==> config.mk <==
export PLATFORM = sky130hd
export DESIGN_NAME = verificacao_sequencia
export DESIGN_NICKNAME = d
export VERILOG_FILES = /design/src/rtl/verificacao_sequencia.sv
export SDC_FILE = /design/constraint.sdc
export NUM_CORES = 1
export LEC_CHECK = 0
export BUFFER_PORTS_ARGS = -buffer_cell sky130_fd_sc_hd__buf_2
export CAP_MARGIN = 20
export CORE_AREA = 2 2 67 56
export CTS_BUF_LIST = sky130_fd_sc_hd__clkbuf_8
export DETAILED_ROUTE_END_ITERATION = 16
export DIE_AREA = 0 0 69 58
export PLACE_DENSITY = 0.84
export RECOVER_POWER = 50
export SLEW_MARGIN = 30
export SYNTH_ARGS = -nofsm -noshare
export SYNTH_HDL_FRONTEND = slang
export SYNTH_SLANG_ARGS = --single-unit
==> constraint.sdc <==
create_clock -name clk -period 4.2 [get_ports clk]
set_clock_uncertainty 0.1 [all_clocks]
set_input_delay 1.05 -clock clk [delete_from_list [all_inputs] [get_ports clk]]
set_output_delay 1.05 -clock clk [all_outputs]
set_load 0.05 [all_outputs]
==> src/rtl/verificacao_sequencia.sv <==
//==============================================================================
// Module      : verificacao_sequencia
// Description : Checks a stream of entered symbols against a captured
//               expected track. Mismatches are retried and counted; more
//               than MAX_ERR mismatches end the run in FALHA, matching the
//               whole track ends it in SUCESSO.
//               Optional macro VERIF_TIMEOUT_EN: an idle symbol slot of
//               TIMEOUT_CYC cycles counts as a mismatch.
// Revision    : 1.0 - initial release
//==============================================================================
`default_nettype none

module verificacao_sequencia #(
    parameter int SEQ_LEN     = 6,
    parameter int SYM_W       = 4,
    parameter int MAX_ERR     = 1,
    parameter int TIMEOUT_CYC = 255
) (
    input  logic                       clk,
    input  logic                       rst_n,
    input  logic                       start,
    input  logic [SEQ_LEN*SYM_W-1:0]   pista,
    input  logic [SYM_W-1:0]           numero,
    input  logic                       numero_valid,
    output logic [2:0]                 estado,
    output logic [$clog2(SEQ_LEN)-1:0] posicao,
    output logic [3:0]                 num_erros,
    output logic                       erro_ocorrido,
    output logic                       sucesso,
    output logic                       falha
);

    localparam int POS_W = $clog2(SEQ_LEN);
    localparam logic [POS_W-1:0] ULTIMA    = POS_W'(SEQ_LEN - 1);
    localparam logic [4:0]       MAX_ERR_V = 5'(MAX_ERR);

    typedef enum logic [2:0] {
        IDLE         = 3'b000,
        VERIFICA     = 3'b001,
        SUCESSO      = 3'b010,
        ERRO_PARCIAL = 3'b011,
        FALHA        = 3'b100
    } state_t;

    state_t                     state, state_next;
    logic [SEQ_LEN*SYM_W-1:0]   pista_copia, pista_next;
    logic [POS_W-1:0]           pos_next;
    logic [3:0]                 erros_next;
    logic                       pulso_next;
    logic [SYM_W-1:0]           simbolo_esperado;
    logic                       verificando;
    logic                       acerto;
    logic                       erro;
    logic                       timeout_hit;

    // Symbols are only consumed while a run is active
    assign verificando = (state == VERIFICA) || (state == ERRO_PARCIAL);

    // Pick the expected symbol at the current position; symbol 0 sits in the MSBs
    always_comb begin
        simbolo_esperado = '0;
        for (int i = 0; i < SEQ_LEN; i++) begin
            if (posicao == POS_W'(i)) begin
                simbolo_esperado = pista_copia[(SEQ_LEN-1-i)*SYM_W +: SYM_W];
            end
        end
    end

    // A timeout can only fire on a cycle without a valid symbol, so it never
    // coincides with a match
    assign acerto = verificando && numero_valid && (numero == simbolo_esperado);
    assign erro   = verificando && ((numero_valid && (numero != simbolo_esperado)) || timeout_hit);

`ifdef VERIF_TIMEOUT_EN
    localparam int TO_W = (TIMEOUT_CYC < 2) ? 1 : $clog2(TIMEOUT_CYC + 1);
    logic [TO_W-1:0] to_cnt;

    assign timeout_hit = verificando && !numero_valid && (to_cnt == TO_W'(TIMEOUT_CYC - 1));

    // Count idle cycles inside a run; restart on symbols, timeouts and state entry
    always_ff @(posedge clk or negedge rst_n) begin
        if (!rst_n) begin
            to_cnt <= '0;
        end else if (!verificando || numero_valid || timeout_hit || (state_next != state)) begin
            to_cnt <= '0;
        end else begin
            to_cnt <= to_cnt + 1'b1;
        end
    end
`else
    assign timeout_hit = 1'b0;
`endif

    // Next-state and datapath updates; a cycle either advances or counts an error
    always_comb begin
        state_next = state;
        pista_next = pista_copia;
        pos_next   = posicao;
        erros_next = num_erros;
        pulso_next = 1'b0;
        case (state)
            IDLE, SUCESSO, FALHA: begin
                if (start) begin
                    pista_next = pista;
                    pos_next   = '0;
                    erros_next = '0;
                    state_next = VERIFICA;
                end
            end
            VERIFICA, ERRO_PARCIAL: begin
                if (acerto) begin
                    if (posicao == ULTIMA) begin
                        state_next = SUCESSO;
                    end else begin
                        pos_next = posicao + 1'b1;
                    end
                end else if (erro) begin
                    pulso_next = 1'b1;
                    erros_next = (num_erros == 4'hF) ? 4'hF : num_erros + 4'd1;
                    if ({1'b0, num_erros} >= MAX_ERR_V) begin
                        state_next = FALHA;
                    end else begin
                        state_next = ERRO_PARCIAL;
                    end
                end
            end
            default: begin
                state_next = IDLE;
            end
        endcase
    end

    // State and run registers
    always_ff @(posedge clk or negedge rst_n) begin
        if (!rst_n) begin
            state         <= IDLE;
            pista_copia   <= '0;
            posicao       <= '0;
            num_erros     <= '0;
            erro_ocorrido <= 1'b0;
        end else begin
            state         <= state_next;
            pista_copia   <= pista_next;
            posicao       <= pos_next;
            num_erros     <= erros_next;
            erro_ocorrido <= pulso_next;
        end
    end

    assign estado  = state;
    assign sucesso = (state == SUCESSO);
    assign falha   = (state == FALHA);

endmodule

`default_nettype wire

==> flow_summary.yaml, run 1 <==
detailed_routing:
  num_vias: 1425
  drt-initial-drc-count: 111
  avgRoutedWirePerCell_microns: 14.9
  avgViaCountPerCell: 5.63
  wl_mm: 3.78
  drc: 0
  ant_nets: 0
  drt_pass1_iterations: 4
layout:
  syn_to_final_growth_pct: 16.5
  final_cells: 253
  layout_common_cells: "41 x buf_2, 35 x dfrtp_1, 25 x mux2_2, 18 x inv_1, 14 x nand2_1"
  antenna_cells: 0
  final_common_cell: "buf_2"
  finalNetCount: 250
  drive_above_1_share_pct: 36.0
synthesis:
  netlist.area_leader.share_pct: 46.6
  ys_types: 40
  syn_inst: 165
  seq_area_frac_synth_pct: 46.6
  yosys.area.top_type: "dfrtp_1"
  async_flop_share_pct: 100
  synthTopCellsByArea: "dfrtp_1 47%, mux2_2 15%, ha_1 5.3%"
  synth-edff-count: 0
  synth_area_per_cell_sq_um: 11.4
  synth_flop_cell: "dfrtp_1"
  synth_seq_cells: 35
  synth_area_sq_um: 1880
  synth_nets: 205
  yosysWarningCount: 0
clock_network:
  cts_setup_buffers: 0
  htree_levels: 2
  postCtsHoldBufs: 0
  clk_pin_slew_ns: 0.07
  clk_path_buf_depth: 2
  cts_tree: "built"
  clock_sinks: 35
  cts-root-buf: "clkbuf_8"
  clock_latency_ns: 0.28
  numCtsBuffers: 5
  ctsResizeCount: 0
timing:
  finalSetupViolCount: 0
  tightest_slew_ns: 1.81
  slew_headroom_pct: -20.8
  period_needed_ns: 3.10
  rsz0062_at_grt: "no"
  period_share_pct: 73.7
  fmax_mhz: 323
  timing.final.ws_setup_ns: 1.10
  fin_tns_setup_ns: 0
  final_max_slew_viol_count: 36
  whs_ns: 0.411
  hold_violations: 0
worst_setup_path:
  worstPathRequired_ns: 4.26
  crit_type: "reg -> reg"
  cp-end-kind: "flop"
  critPathArrivalTime_ns: 3.15
  path_cells: "inv_1 > ha_1 > a21oi_1 > a221o_1 > a31oi_1 > xnor2_1 > and4_1 > and3_4 > mux2_1"
  cp_max_fo: 16
  crit_slowest_cell: "ha_1"
  start_kind: "flop"
  max_stage_delay_ns: 0.50
grt:
  grt_max_degree: 36
  grt_usage_pct: 20.7
  grt_overflow: 0
  grt_pass1_vias: 1431
  antenna_found_initial: 0
  grt_pass1_wl_mm: 6.56
power_and_ir_drop:
  p_leak_nw: 1.04
  power_density_nw_per_um2: 692
  ir_worst_vdd_v: 0.000340
status:
  status: "finished, violations left"
  violations: "capacitance limit, slew limit"
placed_design:
  gp_congestion: 0.777
  post-place-cells: 245
  place_ws_ns: 1.13
  port_buffers: 44
  hpwl_mm: 2.88
worst_hold_path:
  hp-class: "reg -> reg"
floorplan:
  die_width_microns: 69
  core_area_sq_um: 3330
  start_util_pct: 56.4
  die_area_sq_um: 4000
  top_level_ports: 45
  std_cell_rows: 19
  dieHeight_microns: 58
job:
  max_cap_viol_count: 1
-- worst paths after layout --
check | start | end | slack (ns) | cells after the start
hold reg to reg | pista_copia[15] | pista_copia[15] | 0.41 | 1
setup / recovery | posicao[1] | posicao[1] | 1.10 | 9
max in group asynchronous | rst_n | erro_ocorrido | 1.79 | 1
hold / removal | pista_copia[15] | pista_copia[15] | 0.41 | 1
min in group asynchronous | rst_n | pista_copia[16] | 1.15 | 1
setup reg to reg | posicao[1] | posicao[1] | 1.10 | 9
-- layer usage --
metal | part of all wire [%] | global-route usage (%) | vias up | routed length, microns
met5 | 0 | 0 | - | 0
met4 | 0.50 | 5.32 | 0 | 19
met3 | 5.5 | 5.57 | 4 | 206
met2 | 49 | 33.4 | 47 | 1870
met1 | 44 | 28.1 | 689 | 1680
li1 | - | - | 685 | -
-- state kept, by name, indices dropped and copies added, names as in the netlist --
signal / cells
pista_copia: 24
num_erros: 4
estado: 3
posicao: 3
erro_ocorrido: 1
-- through the flow --
step / util (%) / instance area, sq um / total power [mW]
after floorplan: - / 1880 / 1.15
after global placement: 63.4 / 2110 / 1.27
after detailed placement: 63.5 / 2110 / 1.30
after CTS: 65.9 / 2190 / 1.53
after global routing: 65.7 / 2190 / 1.62
final: 65.7 / 2190 / 1.51
-- power breakdown --
group	total, mW	switching [mW]	leakage [nW]	internal, mW
combinational	0.700	0.380	0.557	0.320
clock	0.221	0.110	0.0505	0.111
sequential	0.593	0.110	0.429	0.484
total	1.51	0.599	1.04	0.915
-- cell type report --
cell class,count,area [sq um]
timing repair buffer,44,216
inverter,16,60.1
tap,42,52.6
multi-input combinational,108,901
clock buffer,5,68.8
fill,281,1140
clock inverter,3,12.5
sequential,35,876
-- worst max-delay path: cells and delay by family, from the launching register on --
family | cells | cell delay [ns]
AO/OA/AOI/OAI | 3 | 0.73
flip-flops | 1 | 0.41
buffers and inverters | 1 | 0.11
multiplexers | 1 | 0.33
adder cells (fa/ha/maj) | 1 | 0.50
AND/OR/NAND/NOR | 2 | 0.64
XOR/XNOR | 1 | 0.17
-- Yosys cell counts (all sizes together), types with 4 or more instances --
library cell and number:
a21oi 7, a221o 4, a31oi 6, buf 4, dfrtp 35, ha 8, inv 16, mux2 26
mux2i 4, nand2 14, nand3b 5, xnor2 4
-- cells by family after synthesis --
group	Yosys count	share of synthesized area (%)
adders and majority gates	8	5.33
muxes	30	17.7
buffers and inverters	22	5.40
DFF	35	46.6
and+or+nand+nor	34	10.5
xor gates and xnor gates	4	1.87
AOI/OAI and AO/OA	32	12.5
Note: power is estimated with default switching activity, not from simulation.
==> inputs of run 2 (changes only) <==
--- a/config.mk
+++ b/config.mk
@@ -7,11 +7,11 @@
 export LEC_CHECK = 0
 export BUFFER_PORTS_ARGS = -buffer_cell sky130_fd_sc_hd__buf_2
 export CAP_MARGIN = 20
-export CORE_AREA = 2 2 67 56
+export CORE_AREA = 2 2 72 60
 export CTS_BUF_LIST = sky130_fd_sc_hd__clkbuf_8
 export DETAILED_ROUTE_END_ITERATION = 16
-export DIE_AREA = 0 0 69 58
-export PLACE_DENSITY = 0.84
+export DIE_AREA = 0 0 74 62
+export PLACE_DENSITY = 0.77
 export RECOVER_POWER = 50
 export SLEW_MARGIN = 30
 export SYNTH_ARGS = -nofsm -noshare
==> constraint.sdc (replaced) <==
create_clock -name clk -period 2.75 [get_ports clk]
set_clock_uncertainty 0.1 [all_clocks]
set_input_delay 0.6875 -clock clk [delete_from_list [all_inputs] [get_ports clk]]
set_output_delay 0.6875 -clock clk [all_outputs]
set_load 0.05 [all_outputs]
==> flow_summary.yaml, run 2 (same netlist as run 1, synthesis figures left out) <==
timing:
  slew_headroom_pct: -22.5
  timing.final.ws_setup_ns: 0.0323
  period_share_pct: 98.8
  fin_tns_setup_ns: 0
  fmax_mhz: 368
  whs_ns: 0.407
  final_max_slew_viol_count: 36
  finalSetupViolCount: 0
  period_needed_ns: 2.72
  tightest_slew_ns: 1.84
  hold_violations: 0
  rsz0062_at_grt: "yes"
grt:
  antenna_found_initial: 0
  grt_usage_pct: 17.4
  grt_pass1_vias: 1348
  grt_max_degree: 36
  grt_overflow: 0
  grt_pass1_wl_mm: 6.02
layout:
  drive_above_1_share_pct: 48.6
  final_area_sq_um: 2400
  largestRegisters: "pista_copia: 24 flops, num_erros: 4 flops"
  antenna_cells: 0
  top_register: "pista_copia"
  final_common_cell: "buf_2"
  layout_common_cells: "41 x buf_2, 32 x dfrtp_1, 25 x mux2_2, 16 x inv_1, 14 x nand2_1"
  utilization_pct: 60.6
  syn_to_final_growth_pct: 28.0
  multi_input_area_sq_um: 1020
  final_cells: 277
  fillerInstances: 313
  largest_reg_flops: 24
  seq_area_sq_um: 880
  finalNetCount: 260
placed_design:
  place_ws_ns: -0.0236
  post-place-cells: 266
  place_area_sq_um: 2210
  port_buffers: 44
  gp_congestion: 0.800
  hpwl_mm: 2.92
detailed_routing:
  drt_pass1_iterations: 4
  wl_mm: 3.98
  avgViaCountPerCell: 5.30
  avgRoutedWirePerCell_microns: 14.4
  ant_nets: 0
  num_vias: 1469
  drt-initial-drc-count: 91
  drc: 0
worst_setup_path:
  r2r_end: "posicao[1]"
  cp-end-kind: "flop"
  rr_worst_depth: 9
  reg2reg_from: "posicao[0]"
  cp_max_fo: 6
  rrSetupSlack_ns: 0.03
  critPathArrivalTime_ns: 2.78
  worstPathRequired_ns: 2.82
  crit_type: "reg -> reg"
  start_kind: "flop"
worst_hold_path:
  holdCritStartpoint: "pista_copia[13]"
  hold_end: "pista_copia[13]"
  whs_path_depth: 1
  hp-class: "reg -> reg"
floorplan:
  die_area_sq_um: 4590
  core_area_sq_um: 3970
  dieHeight_microns: 62
  die_width_microns: 74
  top_level_ports: 45
  std_cell_rows: 21
  start_util_pct: 47.3
power_and_ir_drop:
  ir_worst_vdd_v: 0.000578
  p_leak_nw: 1.10
  power_density_nw_per_um2: 1070
  finalPower_mw: 2.58
clock_network:
  numCtsBuffers: 5
  clock_sinks: 35
  clk_pin_slew_ns: 0.07
  cts_tree: "built"
  cts-root-buf: "clkbuf_8"
  clock_latency_ns: 0.28
  htree_levels: 2
  clk_path_buf_depth: 2
job:
  max_cap_viol_count: 1
status:
  status: "finished, violations left"
  violations: "capacitance limit, slew limit"
## run 2: cell count changes in the layout (fill, tap and decap cells not counted), moves of 3 or more
cell     change
a31oi_1      -3
buf_4        +9
dfrtp_1      -3
dfrtp_2      +3
ha_1         -5
ha_2         +3
xnor2_1      -3
xnor2_2      +3
## run 2: layer usage
metal,vias up,GRT usage (%),share of wire (%)
met5,-,0,0
met4,0,6.23,1.9
met3,9,5.00,5.1
met2,40,26.1,44
met1,711,24.3,49
li1,709,-,-
## run 2: cell type report
type                       instances  share of cell area (%)
sequential                        35                    36.6
clock buffer                       6                    3.43
tap                               57                    2.97
timing repair buffer              54                    12.0
inverter                          16                    2.50
clock inverter                     1                   0.208
multi-input combinational        108                    42.3
## run 2: how the worst max path moves through the flow
stage,start,depth (start not counted),endpoint
after global placement,posicao[0],9,posicao[1]
after floorplan,posicao[0],10,posicao[1]
after global routing,posicao[0],9,posicao[1]
after detailed placement,posicao[0],9,posicao[1]
after CTS,posicao[1],9,posicao[1]
final,posicao[0],9,posicao[1]
## run 2: repair_timing
| action | in CTS | in global routing |
|---|---|---|
| pin swaps | 1 | 8 |
| resized for setup | 3 | 14 |
| hold buffers | 0 | 0 |
| setup endpoints to repair | 3 | 6 |
| buffers inserted | 1 | 3 |
| cloned | 0 | 0 |
## run 2: where the power goes
group	switching (mW)	internal, mW	total (mW)
registers	0.170	0.741	0.911
logic	0.683	0.626	1.31
clock network	0.168	0.196	0.364
## run 2: critical path, stage by stage (launching register included)
cell and delay [ns]:
dfrtp_2 0.45, ha_4 0.18, ha_4 0.15, or2_4 0.24, a221o_1 0.29, a31oi_2 0.27, xnor2_2 0.16, and4_4 0.28
and3_4 0.20, mux2_4 0.29
